### src/rtl/onehot_xor_accum.sv
// One-hot decode/accumulate engine: walks an index table, folds each decoded index
// into an accumulator by XOR or OR, then registers popcount/parity for the LEDs.
module onehot_xor_accum #(
  parameter int unsigned IDX_W = 3,
  parameter int unsigned DEPTH = 8,
  localparam int unsigned OUT_W = 2 ** IDX_W,
  localparam int unsigned PTR_W = (DEPTH > 1) ? $clog2(DEPTH) : 1
) (
  input  logic             clk,
  input  logic             rst,
  input  logic             wr_en,
  input  logic [PTR_W-1:0] wr_addr,
  input  logic [IDX_W-1:0] wr_data,
  input  logic             start,
  input  logic             mode_or,
  input  logic             pb1,
  output logic             busy,
  output logic             done,
  output logic [OUT_W-1:0] acc,
  output logic [IDX_W:0]   popcount,
  output logic             parity,
  output logic [OUT_W-1:0] led
);

  typedef enum logic [1:0] {IDLE, RUN, STAT, DONE} state_t;

  state_t           state;
  logic [PTR_W-1:0] ptr;
  logic             mode;
  logic [IDX_W-1:0] mem [DEPTH];
  logic [OUT_W-1:0] onehot_c;
  logic [IDX_W:0]   ones_c;
  logic             wr_ok_c;

  function automatic logic [IDX_W:0] ones(input logic [OUT_W-1:0] v);
    logic [IDX_W:0] s;
    s = '0;
    for (int i = 0; i < int'(OUT_W); i++) s = s + (IDX_W+1)'(v[i]);
    return s;
  endfunction

  // Index 0 maps to the MSB: bit OUT_W-1-i is the bitwise inverse of i.
  always_comb begin
    onehot_c = OUT_W'(1) << (~mem[ptr]);
    ones_c   = ones(acc);
    wr_ok_c  = wr_en && (state == IDLE || state == DONE) && (32'(wr_addr) < DEPTH);
  end

  // Table storage is deliberately not reset so contents survive an abort.
  always_ff @(posedge clk) begin
    if (wr_ok_c) mem[wr_addr] <= wr_data;
  end

  always_ff @(posedge clk or posedge rst) begin
    if (rst) begin
      state    <= IDLE;
      ptr      <= '0;
      mode     <= 1'b0;
      acc      <= '0;
      popcount <= '0;
      parity   <= 1'b0;
      busy     <= 1'b0;
      done     <= 1'b0;
      led      <= '0;
    end else begin
      led <= pb1 ? OUT_W'(parity) : acc;
      unique case (state)
        IDLE, DONE: begin
          if (start) begin
            acc   <= '0;
            ptr   <= '0;
            mode  <= mode_or;
            busy  <= 1'b1;
            done  <= 1'b0;
            state <= RUN;
          end
        end
        RUN: begin
          acc <= mode ? (acc | onehot_c) : (acc ^ onehot_c);
          if (ptr == PTR_W'(DEPTH - 1)) begin
            ptr   <= '0;
            state <= STAT;
          end else begin
            ptr <= ptr + PTR_W'(1);
          end
        end
        STAT: begin
          popcount <= ones_c;
          parity   <= ones_c[0];
          busy     <= 1'b0;
          done     <= 1'b1;
          state    <= DONE;
        end
        default: state <= IDLE;
      endcase
    end
  end

endmodule

### config.mk
export PLATFORM = sky130hd
export DESIGN_NAME = onehot_xor_accum
export DESIGN_NICKNAME = d
export VERILOG_FILES = /design/src/rtl/onehot_xor_accum.sv
export SDC_FILE = /design/constraint.sdc
export NUM_CORES = 1
export LEC_CHECK = 0
export CAP_MARGIN = 20
export CORE_MARGIN = 3
export CORE_UTILIZATION = 54
export CTS_CLUSTER_SIZE = 20
export DETAILED_ROUTE_END_ITERATION = 12
export PLACE_DENSITY = 0.9
export SYNTH_ARGS = -nofsm -noshare
export SYNTH_HDL_FRONTEND = slang
export SYNTH_SLANG_ARGS = --single-unit
export TNS_END_PERCENT = 5
### constraint.sdc
create_clock -name clk -period 3.54 [get_ports clk]
set_clock_uncertainty 0.05 [all_clocks]
set_input_delay 0.531 -clock clk [delete_from_list [all_inputs] [get_ports clk]]
set_output_delay 0.531 -clock clk [all_outputs]
set_load 0.1 [all_outputs]
Word level (Yosys, flattened, before mapping) --
Memories as Yosys holds them, arrays and structs flattened. Cells that the tools add are included.
Storage, ports and cells: register bits 29, memory bits (writable) 24, input port bits 12, output and inout port bits 23, logic and storage cells 54, memories kept 1
Memories:
- mem | depth 8, bits a word 3, rd ports 1, clocked after Yosys merged registers in 0, write ports 1, line 30 | logic [IDX_W-1:0] mem [DEPTH];
Operators by class: add/subtract/negate cells 8, equality and inequality tests 6, shifts and indexed selects 1, muxes and demuxes 16, bitwise operators 3, reductions and logical operators 10
Operators with widths (number):
- 8-bit 2-to-1 mux | 3
- 4-bit by 1-bit adder with 4-bit output | 4
- 8-bit one-hot mux with 2 select lines | 1
- 8-bit OR | 1
- 2-bit AND reduction | 4
- 1-bit by 3-bit left shift with 8-bit output, first input constant | 1
- 8-bit XOR | 1
- 3-bit 2-to-1 mux | 2
- 2-bit one-hot mux with 3 select lines | 1
- 3-bit one-hot mux with 2 select lines | 1
- 3-bit by 1-bit adder with 4-bit output | 1
- 2-bit == test, second input constant | 2
- 1-bit 2-to-1 mux | 4
- 2-bit 2-to-1 mux | 2
- 2-bit inequality test, second input constant | 2
- 1-bit one-hot mux with 2 select lines | 2
- 2-bit nonzero test | 2
- 2-bit by 1-bit adder with 3-bit output | 1
- 3-bit by 1-bit adder with 3-bit output, second input constant | 1
- 3-bit == test, second input constant | 1
- 3-bit NOT | 1
- 1-bit by 1-bit adder with 2-bit output | 1
- 2-bit by 1-bit == test with 1-bit output, second input constant | 1
- 2-bit zero test | 1
- 3 further kinds | 3

Logic depth before layout (Yosys ltp) --
Gate-level depths: netlist (run 1).
depth in word-level cells 7, gate-level depth with buffers 10

Worst setup path before layout (run 1) --
Ideal clock, no wire load.
path kind reg-to-reg, start register acc[1], end register popcount[2], data arrival time 3398 ps, required time 3365 ps, slack -34 ps, stages on the path, launching flop included 11, buffers on the path 0, clock period less this slack 3574 ps, cells stage by stage dfrtp_1 > fa_1 > inv_1 > fa_1 > fa_1 > inv_1 > ha_1 > inv_1 > fa_1 > xnor2_1 > mux2_2
Between the ends: cells in the longest elaborated chain, start to end 7
Ends and longest elaborated chain:
- from (decl) | line 19 | output logic [OUT_W-1:0] acc,
- from (signal assigned) | line 79 | acc <= mode ? (acc | onehot_c) : (acc ^ onehot_c);
- 1-bit by 1-bit adder with 2-bit output | line 38 | for (int i = 0; i < int'(OUT_W); i++) s = s + (IDX_W+1)'(v[i]);
- 2-bit by 1-bit adder with 3-bit output | line 38
- 3-bit by 1-bit adder with 4-bit output | line 38
- 4-bit by 1-bit adder with 4-bit output (4 in series) | line 38
- to (signal assigned) | line 88 | popcount <= ones_c;
- to (decl) | line 20 | output logic [IDX_W:0] popcount,
No other way between the ends. A chain may end at the register's enable or synchronous reset.

Worst setup path after layout (run 1) --
start register acc[0], end register popcount[2]
The elaborated chain is that of the path after synthesis.

==> results by group, run 1 <==
Run status
  • Result of the run: completed

Route
  • Detail Route met2 WL: about 2.3 mm
  • Routed via count divided by cell count: 5.29
  • Uppermost metal layer occupied by signal nets: met4
  • Drt drc: 0
  • Met1 wire length: around 1.7 mm
  • Routed vias: ~1500
  • Iteration-0 DRC count of the detailed router: 42
  • Total wire length after detailed routing: about 4.2 mm
  • Total iterations of the first detailed-routing run: 4
  • Wire per inst: around 14 microns
  • Detail Route met3 WL: 210 microns
  • Routed Antenna Nets: 0

Synthesis
  • Top flip-flop cell by instance count after synthesis: sky130_fd_sc_hd__dfrtp_1
  • Synthesized instance count: 205
  • Flip-flop and latch count after synthesis: 52
  • Number of enable-type register cells in the synthesized netlist: 24
  • Nets in the synthesized netlist: 237
  • Share of Yosys cell area claimed by the top area cell type: between 20% and 30%
  • Largest cells by area after synthesis: sky130_fd_sc_hd__edfxtp_1, sky130_fd_sc_hd__dfrtp_1, sky130_fd_sc_hd__ha_1
  • Post-Syn Area per Cell: around 12 sq um
  • Total standard cell area after synthesis: 2510 sq um
  • Proportion of synthesized flip-flops having asynchronous set or reset: a little over half
  • Netlist cell types: 28
  • Most frequent cells after synthesis: sky130_fd_sc_hd__dfrtp_1, sky130_fd_sc_hd__edfxtp_1, sky130_fd_sc_hd__inv_1, sky130_fd_sc_hd__nand2_1
  • Register area share after synthesis: a little under three fifths
  • Top cell type by total area after synthesis: sky130_fd_sc_hd__edfxtp_1
  • Most frequent cell after synthesis: sky130_fd_sc_hd__dfrtp_1
  • Synthesis Warnings: 0

Timing
  • Hold Fails Final Rpt: 0
  • Share of the clock period used by the worst path after layout: approximately 90%
  • RSZ-0062 raised after global routing: no
  • Min cycle time layout: 3100 ps
  • Sum of negative setup slack: 0 ps
  • F_max: between 0.3 and 0.4 GHz
  • Final setup violation count: 0
  • Max Slew Vio Count: 0
  • Tightest Pin Transition: roughly 950 ps
  • Relative slew margins: 34.9%

Clock tree
  • Clk sink count: 52
  • H-tree Lvls: 2
  • Number of buffers created by CTS: 5
  • Buffer depth of the longest clock path: 2
  • Clock-pin slew reported for the worst setup and hold paths after clock tree synthesis: 90 ps
  • Clock latency of the later-clocked register in the worst-skew pair: 300 ps
  • Root Buffer: sky130_fd_sc_hd__clkbuf_8
  • TritonCTS clock tree: done
  • CTS Hold Buffers Added: 0
  • Quantity of gates resized following cts: 0
  • Buffers inserted by post-CTS timing repair: 0

Critical path
  • Startpoint type of the worst setup path: register
  • Crit Path Category: register to register
  • Worst path required time: around 3700 ps
  • Arr. time, crit path: ~3300 ps
  • Element type at the critical path end: register
  • Worst-path fanout max: 4

Global routing
  • Combined global-route utilization of all metal layers: between 10% and 20%
  • Maximum number of pins on one net before global-route repair: 29
  • Total overflow reported by the global router: 0
  • Wire length of the first global-routing pass: around 7.1 mm
  • Via count of the first global-routing pass: between 1500 and 2000
  • Antenna violations before repair: 0

Place
  • Routability Congestion: between 0.7 and 0.8
  • Number of I/O port buffers: 34
  • Post-DP HPWL: 3.25 mm

Die
  • Horiz. Die Dim: roughly 74 microns
  • Top-Level Pins: 35
  • Starting density of the core: roughly 57%
  • Vertical die dimension: approximately 74 microns
  • Total Die Area: 5500 sq um
  • Std cell rows: 24
  • Area of the core region: approximately 4400 sq um

Cells and area
  • Multi-input logic area: between 900 and 1000 sq um
  • Layout fillers: between 300 and 400
  • Nets: 270
  • Sequential Area: around 1400 sq um
  • Antenna diode count: 0
  • Growth of design area from synthesis to finish: 19.9%
  • Fraction of layout instances using a drive strength above 1: between 10% and 20%

Job
  • Max-capacitance violation count: 0

Hold path
  • Type of the tightest min-delay check: register to register
[final timing paths]
path	cells past startpoint	from	slack [ps]	end
max in group asynchronous	3	rst	2470	acc[0]
min in group asynchronous	2	rst	500	popcount[3]
worst min-delay path	1	popcount[2]	460	popcount[2]
worst max-delay path	10	acc[0]	440	popcount[2]
worst max register to register	10	acc[0]	440	popcount[2]
worst min register to register	1	popcount[2]	460	popcount[2]
[registers in the layout, summed over array words and instances, names as in the netlist]
signal	count
popcount	4
mem	24
busy	1
ptr	3
acc	8
mode	1
done	1
state	2
led	8
[critical path, stage by stage, from the launching register on]
cell                      delay, ps
sky130_fd_sc_hd__dfrtp_2        440
sky130_fd_sc_hd__fa_1           530
sky130_fd_sc_hd__inv_1           50
sky130_fd_sc_hd__fa_1           500
sky130_fd_sc_hd__fa_1           410
sky130_fd_sc_hd__inv_1           70
sky130_fd_sc_hd__ha_1           150
sky130_fd_sc_hd__inv_1           50
sky130_fd_sc_hd__fa_1           370
sky130_fd_sc_hd__xnor2_1        130
sky130_fd_sc_hd__mux2_2         250
[layout by cell type (no fill, tap or decap), types with 2 or more instances in the layout]
cell	netlist	routed
sky130_fd_sc_hd__clkdlybuf4s50_1	0	34
sky130_fd_sc_hd__dfrtp_1	28	25
sky130_fd_sc_hd__inv_1	24	24
sky130_fd_sc_hd__edfxtp_1	24	24
sky130_fd_sc_hd__nand2_1	20	20
sky130_fd_sc_hd__nor2_1	16	16
sky130_fd_sc_hd__ha_1	16	16
sky130_fd_sc_hd__o21ai_0	13	13
sky130_fd_sc_hd__mux2i_1	9	9
sky130_fd_sc_hd__nand3_1	9	9
sky130_fd_sc_hd__mux2_2	6	6
sky130_fd_sc_hd__a21oi_1	6	6
sky130_fd_sc_hd__mux4_2	6	6
sky130_fd_sc_hd__clkbuf_8	0	5
sky130_fd_sc_hd__fa_1	4	4
sky130_fd_sc_hd__nand2b_1	3	3
sky130_fd_sc_hd__dfrtp_2	0	3
sky130_fd_sc_hd__o22ai_1	2	2
sky130_fd_sc_hd__nor3_1	2	2
[cell families (layout without fill, tap and decap cells)]
| logic type | Yosys count | after routing | synth area share (%) |
|---|---|---|---|
| AO/OA/AOI/OAI | 25 | 25 | 5.54 |
| flip-flops | 52 | 52 | 56.7 |
| multiplexers | 21 | 21 | 11.7 |
| buffers and inverters | 33 | 67 | 5.39 |
| AND/OR/NAND/NOR | 53 | 53 | 9.23 |
| XOR/XNOR | 1 | 1 | 0.349 |
| adder cells (fa/ha/maj) | 20 | 20 | 11.2 |
[metrics by stage]
stage / hold WS [ps] / std cells / cell area (sq um) / worst slack, ps / util [%]
after detailed placement: 450 / 282 / 2870 / 435 / 65.1
after floorplan: 519 / 205 / 2510 / 252 / -
after global routing: 502 / 291 / 3010 / 342 / 68.1
after CTS: 469 / 290 / 2980 / 426 / 67.5
final: 463 / 291 / 3010 / 437 / 68.1
after global placement: 450 / 282 / 2870 / 451 / 65.1
[per-layer routing]
layer,track usage [%],vias to the layer above
li1,-,770
met1,19.2,728
met2,32.2,35
met3,4.19,5
met4,5.43,0
met5,0,-
[layout make-up]
| cell class | instances | share of cell area (%) |
|---|---|---|
| Clock buffer | 6 | 2.41 |
| Clock inverter | 2 | 1.16 |
| Inverter | 24 | 3.00 |
| Multi-Input combinational cell | 120 | 31.7 |
| Sequential cell | 52 | 47.4 |
| Tap cell | 52 | 2.16 |
| Timing Repair Buffer | 35 | 12.2 |
Power of run 1 is left out: the tool's default activity adds up to more than one toggle a clock period on the data nets, which glitch-free logic cannot reach.
==> run 2: changes to the inputs <==
GPL_ROUTABILITY_DRIVEN = 0   (was unset)
==> results of run 2 <==
No change in the layout: final DEF, timing and power equal those of run 1.
Power of run 2 is left out for the same reason.
